`src/rtl/conway_pkg.sv`:
```
// conway_pkg: shared key codes, decoder states and pending-command encoding.
// ESC/CSI states exist only when CMD_ESC_FILTER_EN is defined.
package conway_pkg;
  localparam logic [7:0] KEY_INIT = 8'h30;
  localparam logic [7:0] KEY_STEP = 8'h31;
  localparam logic [7:0] KEY_RUN  = 8'h20;
  localparam logic [7:0] KEY_ESC  = 8'h1B;
  localparam logic [7:0] KEY_CSI  = 8'h5B;
  typedef enum logic [1:0] {
    BOOT,
    IDLE
`ifdef CMD_ESC_FILTER_EN
    ,
    ESC,
    CSI
`endif
  } dec_state_t;
  typedef enum logic [1:0] {NONE, INIT, STEP} pend_t;
endpackage

```
`src/rtl/conway_tick_timer.sv`:
```
// conway_tick_timer: auto-step interval counter; expires after INTERVAL enabled cycles.
// Clear dominates expiry so a stop/toggle in the expiry cycle suppresses the pulse.
module conway_tick_timer #(
  parameter int INTERVAL = 16,
  parameter int TIMER_W  = 32
) (
  input  logic clk,
  input  logic rst_n,
  input  logic i_en,
  input  logic i_clr,
  output logic o_expire
);
  logic [TIMER_W-1:0] r_cnt;
  assign o_expire = i_en && !i_clr && (r_cnt == TIMER_W'(INTERVAL - 1));
  always_ff @(posedge clk or negedge rst_n) begin
    if (!rst_n) r_cnt <= '0;
    else if (i_clr || o_expire) r_cnt <= '0;
    else if (i_en) r_cnt <= r_cnt + TIMER_W'(1);
  end
endmodule

```
`src/rtl/conway_cmd_decoder.sv`:
```
// conway_cmd_decoder: turns received key bytes into init/step pulses, owns free-run and auto-step.
// Define CMD_ESC_FILTER_EN to swallow terminal escape sequences (ESC '[' ... final byte).
module conway_cmd_decoder
  import conway_pkg::*;
#(
  parameter int CLOCK_RATE = 48000000,
  parameter int TICK_RATE  = 5,
  parameter int TIMER_W    = 32
) (
  input  logic       clk,
  input  logic       rst_n,
  input  logic [7:0] rx_data,
  input  logic       rx_valid,
  output logic       rx_ready,
  input  logic       busy,
  output logic       cmd_init,
  output logic       cmd_step,
  output logic       step_auto,
  output logic       running
);
  localparam int INTERVAL = CLOCK_RATE / TICK_RATE;
  dec_state_t r_state, w_state_nx;
  pend_t      r_pend, w_pend_nx;
  logic       r_running, w_running_nx;
  logic       w_acc, w_clr, w_en, w_expire;
  assign rx_ready  = (r_pend == NONE);
  assign w_acc     = rx_valid && rx_ready;
  assign w_en      = r_running && !busy && (r_pend == NONE);
  assign cmd_init  = (r_pend == INIT) && !busy;
  assign cmd_step  = ((r_pend == STEP) && !busy) || w_expire;
  assign step_auto = w_expire;
  assign running   = r_running;
  conway_tick_timer #(.INTERVAL(INTERVAL), .TIMER_W(TIMER_W)) u_timer (
    .clk      (clk),
    .rst_n    (rst_n),
    .i_en     (w_en),
    .i_clr    (w_clr),
    .o_expire (w_expire)
  );
  always_comb begin
    w_state_nx   = r_state;
    w_pend_nx    = busy ? r_pend : NONE;
    w_running_nx = r_running;
    w_clr        = 1'b0;
    if (w_acc) begin
      case (r_state)
        BOOT: begin
          w_pend_nx  = INIT;
          w_state_nx = IDLE;
        end
        IDLE: begin
          if (rx_data == KEY_INIT) w_pend_nx = INIT;
          else if (rx_data == KEY_STEP) begin
            if (r_running) begin
              w_running_nx = 1'b0;
              w_clr        = 1'b1;
            end else w_pend_nx = STEP;
          end else if (rx_data == KEY_RUN) begin
            w_running_nx = !r_running;
            w_clr        = 1'b1;
          end
`ifdef CMD_ESC_FILTER_EN
          else if (rx_data == KEY_ESC) w_state_nx = ESC;
`endif
        end
`ifdef CMD_ESC_FILTER_EN
        ESC: w_state_nx = (rx_data == KEY_CSI) ? CSI : IDLE;
        CSI: w_state_nx = (rx_data >= 8'h40 && rx_data <= 8'h7E) ? IDLE : CSI;
`endif
        default: w_state_nx = BOOT;
      endcase
    end
  end
  always_ff @(posedge clk or negedge rst_n) begin
    if (!rst_n) begin
      r_state   <= BOOT;
      r_pend    <= NONE;
      r_running <= 1'b0;
    end else begin
      r_state   <= w_state_nx;
      r_pend    <= w_pend_nx;
      r_running <= w_running_nx;
    end
  end
endmodule

```
`config.mk`:
```
export PLATFORM = sky130hd
export DESIGN_NAME = conway_cmd_decoder
export DESIGN_NICKNAME = d
export VERILOG_FILES = /design/src/rtl/conway_pkg.sv /design/src/rtl/conway_tick_timer.sv /design/src/rtl/conway_cmd_decoder.sv
export SDC_FILE = /design/constraint.sdc
export NUM_CORES = 1
export LEC_CHECK = 0
export CAP_MARGIN = 40
export CORE_ASPECT_RATIO = 1.5
export CORE_UTILIZATION = 59
export DETAILED_ROUTE_END_ITERATION = 8
export GPL_ROUTABILITY_DRIVEN = 0
export PLACE_DENSITY = 0.8
export REMOVE_ABC_BUFFERS = 1
export SLEW_MARGIN = 20
export SYNTH_ARGS = -nofsm -noshare
export SYNTH_HDL_FRONTEND = slang
export SYNTH_SLANG_ARGS = --single-unit
```
`constraint.sdc`:
```
create_clock -name clk -period 2.5 [get_ports clk]
set_clock_uncertainty 0.2 [all_clocks]
set_input_delay 0.25 -clock clk [delete_from_list [all_inputs] [get_ports clk]]
set_output_delay 0.25 -clock clk [all_outputs]
set_load 0.01 [all_outputs]
```
==> results.md, run 1 <==
| Metric | Reported | Unit |
|:---|:---|:---|
| Peak clock frequency supported by timing | 397 | MHz |
| Synth-to-Final Area Change | 30.0 | % |
| Ratio of cells with drive above 1 in the final layout | 24.3 | % |
| Failing checks | setup timing | - |
| Remaining number of nets flagged by the antenna check after routing | 0 | - |
| Iteration count of the initial detailed-routing pass | 4 | - |
| Post-Layout Cell Count | 378 | - |
| Worst slack on hold paths | 0.249 | ns |
| Top post-synthesis cells by area | dfrtp_1 (37%), mux2i_1 (5.0%), nand2_1 (4.6%) | - |
| Data arrival at the endpoint of the critical path | 2.54 | ns |
| Largest family of logic cells by synthesized area | simple AND/OR/NAND/NOR gates | - |
| Area of placed instances | 0.00300 | mm^2 |
| Most common library cells after synthesis | dfrtp_1 (36), nand2_1 (30), inv_1 (17), nor2_1 (17), nand4_1 (16) | - |
| Post-synthesis instance area | 0.00242 | mm^2 |
| Diodes inserted | 0 | - |
| Top Ports | 17 | - |
| Maximum clock insertion buffer count | 2 | - |
| End of the worst register-to-register path | u_timer.r_cnt[26] | - |
| PD cells | 459 | mW/mm^2 |
| Area share of and/or/nand/nor cells after synthesis | 30.5 | % |
| Largest fanout on the critical path | 24 | - |
| Remaining routing DRC violations | 0 | - |
| GRT Residual Overflow | 0 | - |
| Critical path buffers and inverters | 3 | - |
| Number of global-route vias before repair | 2353 | - |
| Register bit total from synthesis | 36 | - |
| Clock sink total | 36 | - |
| Nature of the critical path startpoint | register | - |
| Worst slew margin | 57.0 | % |
| Fraction of post-synthesis cell area in the top cell type by area | 37.2 | % |
| Post-route minimum period | 2.52 | ns |
| Biggest cell delay along the critical path | 0.49 | ns |
| Post-place setup slack | -0.188 | ns |
| Chain of cells forming the critical path | buf_4, and4bb_2, o2111ai_2, buf_12, a2111oi_1, buf_4, mux2i_1 | - |
| Most instantiated flip-flop cell in the synthesis netlist | dfrtp_1 | - |
| Proportion of register bits with asynchronous set or reset after synthesis | 100 | % |
| Number of failing setup endpoints in the final timing report | 1 | - |
| Yosys synthesis warning count | 0 | - |
| Post-DR wirelength/cell | 17.4 | um |
| Total area of multi-input combinational cells | 0.00142 | mm^2 |
| Number of synthesized flops with an enable pin | 0 | - |
| DP HPWL | 4690 | um |
| Number of cells in the design after placement | 369 | - |
| Largest net degree at the start of global routing | 25 | - |
| Die Span X | 54.3 | um |
| Worst vdd ir | 0.550 | mV |
| All-Layer GR Usage | 32.7 | % |
| Setup ws final | -0.0161 | ns |
| DRC violation total after the first TritonRoute iteration | 92 | - |
| # H-tree levels | 2 | - |
| Launching point of the worst reg2reg path | r_pend[0] | - |
| Antenna violations before repair | 0 | - |
| Adder-cell share of the synthesized area | 0.517 | % |
| Final max-slew violation count | 0 | - |
| Final hold violation count | 0 | - |
| Post-CTS Setup Inserts | 0 | - |
| Cells after Synth | 271 | - |
| # nets final | 345 | - |
| Fin crit share | 101 | % |
| First-pass GRT wire length | 10300 | um |
| Vias per cell | 6.54 | - |
| Yosys cell types | 43 | - |
| Synthesized-area fraction occupied by ao, oa, aoi and oai cells | 16.4 | % |
| Number of fill cells | 259 | - |
| Most frequent cell on the critical path | buf_4 | - |
| Depth of the worst register-to-register path | 7 | - |
| Leading cell type by number of instances after synthesis | dfrtp_1 | - |
| Cell row count | 28 | - |
| Skew-Pair Late Insertion Delay | 0.30 | ns |
| Fraction of the yosys area taken by sequential cells | 37.2 | % |
| Category of the most critical setup path | reg -> reg | - |
| Per-instance average area after synthesis | 8.94 | um^2 |
| Kind of cell adding the most delay to the critical path | compound AO/OA/AOI/OAI gates | - |
| Placeable core region | 0.00392 | mm^2 |
| HP Class | in -> async | - |
| Standby leakage power | 1.31 | nW |
| Cell accounting for the most synthesized area | dfrtp_1 | - |
| Max Cap Viol | 0 | - |
| Sequential cell area | 902 | um^2 |
| Run status | finished, violations left | - |
| Total detailed-routing wirelength | 6570 | um |
| Multiplexer fraction of the synthesized cell area | 4.96 | % |
| Port buffer count | 16 | - |
| Initial Util | 61.7 | % |
| Xor/xnor cell area share of the yosys netlist | 3.98 | % |
| TritonCTS clock tree | built | - |
| Worst-path clk slew | 0.08 | ns |
| CTS buffer count | 5 | - |
| Register-to-Register Setup Slack | -0.02 | ns |
| Root cell of the clock tree | clkbuf_8 | - |
| Vias after detailed routing | 2471 | - |
| Chip Height | 80.5 | um |
| Crit path required time | 2.52 | ns |
| Worst setup EP type | register | - |
| Slowest CP cell | a2111oi_1 | - |
| Total Die Area | 0.00437 | mm^2 |
| Final design instance area without fill | 0.00315 | mm^2 |
| Worst slew pin tran | 0.643 | ns |
-- where the power goes --
part           leakage, nW  internal (mW)  switching, mW
clock               0.0516          0.226          0.234
sequential           0.469          0.630         0.0347
combinational        0.793          0.136          0.183
total                 1.31          0.992          0.452
-- layout by cell type (no fill, tap or decap), types with 3 or more instances in the layout --
cell type and n:
clkdlybuf4s50_1 13, nor4_1 7, a21oi_1 8, nor2_1 17, xnor2_1 8, o21ai_0 3, nand4_1 16, and3_1 6
and4_1 5, nor3b_1 3, nor3_1 4, clkbuf_8 6, inv_1 17, dfrtp_1 35, a2111oi_1 6, nand2_1 30
nand3_1 12, or4_1 6, o31ai_1 7, and2_1 6, buf_4 52, o311ai_0 12, mux2i_1 12, a2111oi_0 4
xor2_1 3
-- state kept, by name, indices dropped and copies added (netlist names) --
signal / cells
running: 1
r_pend: 2
u_timer.r_cnt: 32
r_state: 1
-- final cells by class --
cell class,instances,area share [%]
Clock buffer,6,2.62
Clock inverter,2,0.437
Inverter,17,2.03
Multi-Input combinational cell,200,45.0
Sequential cell,36,28.7
Tap cell,45,1.79
Timing Repair Buffer,72,19.5
-- through the flow --
stage | total power, mW | setup TNS [ns] | util (%)
4_1_cts | 1.43 | 0 | 79.7
6_report | 1.44 | -0.0161 | 80.2
3_3_place_gp | 0.966 | -2.16 | 75.4
2_1_floorplan | 0.829 | -15.04 | -
3_5_place_dp | 0.981 | -1.61 | 76.4
5_1_grt | 1.50 | -0.108 | 80.2
-- kinds of logic after synthesis --
logic type | Yosys count
AO/OA/AOI/OAI | 49
XOR/XNOR | 11
adder cells (fa/ha/maj) | 1
buffers and inverters | 35
flip-flops | 36
multiplexers | 12
AND/OR/NAND/NOR | 127
-- worst max path at each step --
stage                                 start           endpoint  slack [ns]  cells past startpoint
after floorplan                     running  u_timer.r_cnt[13]       -0.58                      4
after global placement                 busy          step_auto       -0.13                      7
after detailed placement               busy  u_timer.r_cnt[27]       -0.19                      6
after CTS                 u_timer.r_cnt[19]          step_auto        0.01                      7
after global routing              r_pend[0]  u_timer.r_cnt[26]       -0.11                      7
final                             r_pend[0]  u_timer.r_cnt[26]       -0.02                      7
-- layer usage --
layer	global-route usage, %	vias to the layer above	share of wire (%)	routed length (um)
met3	5.11	15	4.8	317
li1	-	1148	-	-
met4	13.6	0	2.6	172
met5	0	-	0	0
met1	37.0	1221	38	2480
met2	57.8	87	55	3600
-- repair_timing --
action,4_1_cts,5_1_grt
pin swaps,1,2
endpoints found under the hold margin,17,0
hold buffers,1,0
setup endpoints to repair,3,10
gates resized for setup,7,11
gates cloned,0,0
Note: power is estimated with default switching activity, not from simulation.
==> run 2, diff against run 1 <==
Settings changed: CORE_ASPECT_RATIO 1.5 to 1.75.
==> run 2 against run 1 <==
  * Worst setup slack gained 0.094 ns
  * Combinational power grew 3%
  * Non-clock buffer count grew 7
  * Largest power group unchanged
  * Sequential cell count is the same
  * Via count grew 1.7%
  * The flow now finishes without violations
  * Clock-buffer cell count shrank 1
  * Sequential share of layout area shrank 0.47 points
  * Hold slack lost 0.14 ns
  * Sequential power is essentially flat
  * Critical path type unchanged
  * Fmax grew 3.9%
  * Highest routed layer unchanged
==> results.md, run 2 (synthesized netlist as in run 1, its figures left out) <==
| Metric | Reported | Unit | Delta |
|:---|:---|:---|:---|
| Run status | finished clean | - |  |
| Launching point of the worst reg2reg path | r_pend[1] | - |  |
| Combinational cell fraction of total power | 23.2 | % | +1.1 points |
| Nature of the critical path startpoint | register | - |  |
| Final max-slew violation count | 0 | - | unchanged |
| First-pass GRT wire length | 11000 | um | +6.8% |
| Worst-path clk slew | 0.08 | ns | about the same |
| Antenna violations before repair | 0 | - | unchanged |
| Post-Layout Cell Count | 388 | - | +2.6% |
| Net switching share of the total power | 32.2 | % | +0.89 points |
| Root cell of the clock tree | clkbuf_8 | - |  |
| Number of flip-flops in the largest register | 32 | - | unchanged |
| Remaining routing DRC violations | 0 | - | unchanged |
| Worst setup EP type | register | - |  |
| Number of global-route vias before repair | 2435 | - | +3.5% |
| Number of cells in the design after placement | 374 | - | +1.4% |
| End of the worst register-to-register path | u_timer.r_cnt[25] | - |  |
| Max Cap Viol | 0 | - | unchanged |
| Seq pwr share | 46.8 | % | +0.8 points |
| GRT Residual Overflow | 0 | - | unchanged |
| Crit path required time | 2.52 | ns | about the same |
| Post-route minimum period | 2.42 | ns | -0.0939 ns |
| Largest fanout on the critical path | 14 | - | -42% |
| CTS buffer count | 5 | - | unchanged |
| DP HPWL | 4860 | um | +3.6% |
| Iteration count of the initial detailed-routing pass | 4 | - | unchanged |
| Internal power component | 965 | uW | -2.7% |
| Total area of multi-input combinational cells | 0.00144 | mm^2 | +1.6% |
| Worst vdd ir | 0.711 | mV | +29% |
| Standby leakage power | 1.34 | nW | +2.0% |
| Category of the most critical setup path | reg -> reg | - |  |
| Remaining number of nets flagged by the antenna check after routing | 0 | - | unchanged |
| Register-to-Register Setup Slack | 0.08 | ns | +0.09 ns |
| Chip Height | 86.8 | um | +7.8% |
| Area of placed instances | 0.00298 | mm^2 | -0.46% |
| Port buffer count | 16 | - | unchanged |
| Reported net switching power | 459 | uW | +1.4% |
| Sequential cell area | 901 | um^2 | -0.14% |
| Worst slew margin | 64.4 | % | +7.5 points |
| Most frequent standard cell in the layout excluding fill and tap cells | buf_4 | - |  |
| RSZ-0062 raised after global routing | no | - |  |
| Total Die Area | 0.00438 | mm^2 | +0.11% |
| Number of fill cells | 261 | - | +0.77% |
| Final design instance area without fill | 0.00320 | mm^2 | +1.5% |
| PD cells | 445 | mW/mm^2 | -2.9% |
| Maximum clock insertion buffer count | 2 | - | unchanged |
| Initial Util | 62.1 | % | +0.32 points |
| TritonCTS clock tree | built | - |  |
| # nets final | 352 | - | +2.0% |
| Last element of the critical path | u_timer.r_cnt[25] | - |  |
| HP Class | in -> async | - |  |
| Clk network pwr share | 30.0 | % | -1.9 points |
| Post-DR wirelength/cell | 17.3 | um | -0.47% |
| Ratio of cells with drive above 1 in the final layout | 25.9 | % | +1.6 points |
| Leading cell types in the layout, fill and taps excluded | buf_4 (60), dfrtp_1 (36), nand2_1 (30) | - |  |
| Clock sink total | 36 | - | unchanged |
| Largest net degree at the start of global routing | 37 | - | +48% |
| Vias per cell | 6.47 | - | -0.96% |
| Cell row count | 30 | - | +7.1% |
| Total detailed-routing wirelength | 6710 | um | +2.2% |
| Register name with the most flops | u_timer.r_cnt | - |  |
| Worst slew pin tran | 0.532 | ns | -0.111 ns |
| Number of failing setup endpoints in the final timing report | 0 | - | -1 |
| Data arrival at the endpoint of the critical path | 2.44 | ns | -0.10 ns |
| Depth of the worst register-to-register path | 5 | - | -2 |
| Synth-to-Final Area Change | 31.9 | % |  |
| Vias after detailed routing | 2512 | - | +1.7% |
| All-Layer GR Usage | 33.7 | % | +1.0 points |
| Largest registers in the final layout | u_timer.r_cnt (32), r_pend (2) | - |  |
| # H-tree levels | 2 | - | unchanged |
| Final hold violation count | 0 | - | unchanged |
| Diodes inserted | 0 | - | unchanged |
| Placeable core region | 0.00390 | mm^2 | -0.51% |
| Peak clock frequency supported by timing | 413 | MHz | +3.9% |
| Fin crit share | 96.9 | % | -3.8 points |
| Skew-Pair Late Insertion Delay | 0.29 | ns | about the same |
| Top Ports | 17 | - | unchanged |
| Startpoint of the worst setup timing path | r_pend[1] | - |  |
| DRC violation total after the first TritonRoute iteration | 128 | - | +39% |
| Die Span X | 50.4 | um | -7.1% |
## run 2: changes by cell type in the layout (fill, tap and decap cells not counted), sizes merged
cell,before,now
inv,18,17
clkinvlp,0,2
clkdlybuf4s15,2,0
clkbuf,7,6
buf,55,63
dlygate4sd2,0,1
## run 2: what timing repair did
item,4_1_cts,5_1_grt
endpoints found under the setup margin,2,5
buffers inserted,4,0
hold endpoints to repair,36,0
pin swaps,3,4
cloned,0,0
gates resized for setup,9,9
hold buffers,1,0
## run 2: worst min path at each step
stage	from	to	slack (ns)	cells after the start
after global placement	rst_n	u_timer.r_cnt[15]	0.18	1
final	rst_n	u_timer.r_cnt[14]	0.11	2
after CTS	r_state[0]	r_state[0]	0.31	1
after floorplan	rst_n	r_pend[0]	-0.25	0
after global routing	rst_n	r_pend[0]	0.13	2
after detailed placement	rst_n	u_timer.r_cnt[16]	0.18	1
## run 2: power by group through the flow
stage	clock, mW	sequential, mW	combinational [mW]
CTS	0.435	0.664	0.314
global placement	0	0.672	0.294
floorplan	0	0.688	0.141
finish	0.427	0.667	0.330
detailed placement	0	0.676	0.310
global route	0.454	0.670	0.362
## run 2: area by class of cell
class	instances	share of cell area, %
multi-input combinational	200	45.0
sequential	36	28.2
timing repair buffer	79	20.0
clock buffer	5	2.15
inverter	17	2.00
tap	48	1.88
clock inverter	3	0.744
## run 2: per-stage QoR
| step | setup slack (ns) | power, mW | TNS (ns) | hold slack, ns | utilization, % |
|---|---|---|---|---|---|
| 5_1_grt | 0.0218 | 1.49 | 0 | 0.129 | 81.9 |
| 6_report | 0.0778 | 1.42 | 0 | 0.110 | 81.9 |
| 4_1_cts | 0.0343 | 1.41 | 0 | 0.306 | 81.0 |
| 3_3_place_gp | -0.212 | 0.966 | -2.37 | 0.178 | 76.1 |
| 2_1_floorplan | -0.582 | 0.829 | -15.04 | -0.246 | - |
| 3_5_place_dp | -0.216 | 0.986 | -1.49 | 0.180 | 76.4 |
## run 2: critical path: stages (launching register included)
cell,delay [ns]
dfrtp_1,0.42
buf_4,0.17
or4b_4,0.64
a2111oi_1,0.56
buf_4,0.20
mux2i_1,0.16
## run 2: layer usage
layer	part of all wire [%]	vias up	global-route usage (%)	routed length, um
li1	-	1170	-	-
met1	35	1211	33.6	2380
met5	0	-	0	0
met3	4.5	29	5.79	299
met2	55	102	61.7	3680
met4	5.3	0	22.7	354
==> run 3, diff against run 2 <==
Settings changed: CAP_MARGIN 40 to unset, SLEW_MARGIN 20 to 0.
==> run 3 against run 2 <==
  * Critical path depth stayed put
  * Hold slack improved by 0.19 ns
  * First-iteration DRC count up 15%
  * Fmax down 1.1%
  * Clock power grew 2%
  * Critical path type unchanged
  * Highest routed layer unchanged
==> results.md, run 3 (synthesized netlist as in run 1, its figures left out) <==
| Metric | Reported | Unit | Delta |
|:---|:---|:---|:---|
| Top Ports | 17 | - | unchanged |
| CTS buffer count | 5 | - | unchanged |
| # H-tree levels | 2 | - | unchanged |
| Peak clock frequency supported by timing | 408 | MHz | -1.1% |
| Post-DR wirelength/cell | 17.4 | um | +0.50% |
| Depth of the worst register-to-register path | 5 | - | unchanged |
| Initial Util | 62.1 | % | unchanged |
| Vias per cell | 6.47 | - | about the same |
| Leading cell types in the layout, fill and taps excluded | buf_4 (60), dfrtp_1 (36), nand2_1 (30) | - |  |
| Largest fanout on the critical path | 14 | - | unchanged |
| Standby leakage power | 1.33 | nW | -0.57% |
| Post-route minimum period | 2.45 | ns | +0.0269 ns |
| Register-to-Register Setup Slack | 0.05 | ns | -0.03 ns |
| Total design power | 1.43 | mW | +0.41% |
| Hold Crit Depth | 1 | - |  |
| Remaining number of nets flagged by the antenna check after routing | 0 | - | unchanged |
| Antenna violations before repair | 0 | - | unchanged |
| Iteration count of the initial detailed-routing pass | 5 | - | +1 |
| Number of flip-flops in the largest register | 32 | - | unchanged |
| PD cells | 449 | mW/mm^2 | +0.84% |
| Remaining routing DRC violations | 0 | - | unchanged |
| DP HPWL | 4850 | um | -0.27% |
| Hold path endpoint | r_state[0] | - |  |
| Total area of multi-input combinational cells | 0.00144 | mm^2 | -0.17% |
| Cell row count | 30 | - | unchanged |
| Total detailed-routing wirelength | 6720 | um | +0.24% |
| GRT Residual Overflow | 0 | - | unchanged |
| # nets final | 351 | - | -0.28% |
| Vias after detailed routing | 2504 | - | -0.32% |
| Crit path required time | 2.52 | ns | about the same |
| Largest registers in the final layout | u_timer.r_cnt (32), r_pend (2) | - |  |
| All-Layer GR Usage | 33.7 | % | -0.073 points |
| Number of failing setup endpoints in the final timing report | 0 | - | unchanged |
| Maximum clock insertion buffer count | 2 | - | unchanged |
| Most frequent standard cell in the layout excluding fill and tap cells | buf_4 | - |  |
| Chip Height | 86.8 | um | unchanged |
| Worst setup EP type | register | - |  |
| Skew-Pair Late Insertion Delay | 0.30 | ns | about the same |
| Die Span X | 50.4 | um | unchanged |
| Largest net degree at the start of global routing | 37 | - | unchanged |
| Placeable core region | 0.00390 | mm^2 | unchanged |
| Data arrival at the endpoint of the critical path | 2.47 | ns | +0.03 ns |
| End of the worst register-to-register path | u_timer.r_cnt[25] | - |  |
| Final hold violation count | 0 | - | unchanged |
| Worst slew margin | 45.4 | % | -19 points |
| Run status | finished clean | - |  |
| Worst-path clk slew | 0.08 | ns | about the same |
| RSZ-0062 raised after global routing | no | - |  |
| HP Class | reg -> reg | - |  |
| Max Cap Viol | 0 | - | unchanged |
| Port buffer count | 16 | - | unchanged |
| Number of global-route vias before repair | 2444 | - | +0.37% |
| DRC violation total after the first TritonRoute iteration | 147 | - | +15% |
| Clock sink total | 36 | - | unchanged |
| Nature of the critical path startpoint | register | - |  |
| Worst vdd ir | 0.665 | mV | -6.5% |
| Worst slew pin tran | 0.819 | ns | +0.287 ns |
| First-pass GRT wire length | 10900 | um | -0.63% |
| Diodes inserted | 0 | - | unchanged |
| Sequential cell area | 901 | um^2 | unchanged |
| Worst slack on hold paths | 0.297 | ns | +0.187 ns |
| Total Die Area | 0.00438 | mm^2 | unchanged |
| Root cell of the clock tree | clkbuf_8 | - |  |
| Fin crit share | 98.0 | % | +1.1 points |
| TritonCTS clock tree | built | - |  |
| Register name with the most flops | u_timer.r_cnt | - |  |
| Number of fill cells | 257 | - | -1.5% |
| Critical hold path startpoint | r_state[0] | - |  |
| Category of the most critical setup path | reg -> reg | - |  |
| Final max-slew violation count | 0 | - | unchanged |
| Ratio of cells with drive above 1 in the final layout | 25.7 | % | -0.22 points |
| Launching point of the worst reg2reg path | r_pend[1] | - |  |
| Synth-to-Final Area Change | 31.4 | % |  |
[run 3: cell count changes in the layout (fill, tap and decap cells not counted)]
cell       previous run  this run
a2111oi_0             6         8
buf_6                 1         0
a2111oi_1             6         4
[run 3: worst max-delay path: stages, from the launching register on]
cell and delay (ns):
dfrtp_1 0.42, buf_4 0.17, or4b_4 0.64, a2111oi_1 0.56
buf_4 0.20, mux2i_1 0.18
[run 3: stage by stage]
step | setup WS [ns] | util, % | TNS [ns] | area (um^2) | cells
finish | 0.0509 | 81.5 | 0 | 3180 | 387
global route | 0.00708 | 81.5 | 0 | 3180 | 387
CTS | 0.00615 | 80.5 | 0 | 3140 | 385
detailed placement | -0.224 | 76.1 | -3.48 | 2970 | 373
global placement | -0.212 | 76.1 | -2.37 | 2970 | 373
floorplan | -0.582 | - | -15.04 | 2330 | 253
[run 3: power by group]
| part | internal, mW | total [mW] | switching [mW] |
|---|---|---|---|
| clock network | 0.197 | 0.436 | 0.238 |
| logic | 0.135 | 0.328 | 0.193 |
| registers | 0.630 | 0.666 | 0.0362 |
[run 3: worst max path at each step]
stage,startpoint,endpoint,slack (ns),cells past startpoint
after floorplan,running,u_timer.r_cnt[13],-0.58,4
after global placement,busy,step_auto,-0.21,6
after detailed placement,busy,cmd_step,-0.22,6
after CTS,u_timer.r_cnt[1],u_timer.r_cnt[10],0.006,6
after global routing,r_pend[0],u_timer.r_cnt[27],0.007,7
final,r_pend[1],u_timer.r_cnt[25],0.05,5
[run 3: routing by layer]
metal | up-vias | wire, um | share of wire, % | track usage (%)
met3 | 28 | 275 | 4.1 | 5.61
li1 | 1162 | - | - | -
met4 | 0 | 331 | 4.9 | 24.0
met1 | 1210 | 2430 | 36 | 33.4
met5 | - | 0 | 0 | 0
met2 | 104 | 3690 | 55 | 61.1
[run 3: repair_timing]
action	CTS	global route
hold buffers	1	0
endpoints found under the hold margin	36	0
cloned	0	0
gates resized for setup	9	7
setup buffers	3	2
endpoints found under the setup margin	2	20
pin swaps	2	5
[run 3: final cells by class]
class | count | area share (%)
Clock buffer | 5 | 2.16
Clock inverter | 3 | 0.747
Inverter | 17 | 2.01
Multi-Input combinational cell | 200 | 45.1
Sequential cell | 36 | 28.3
Tap cell | 48 | 1.89
Timing Repair Buffer | 78 | 19.8
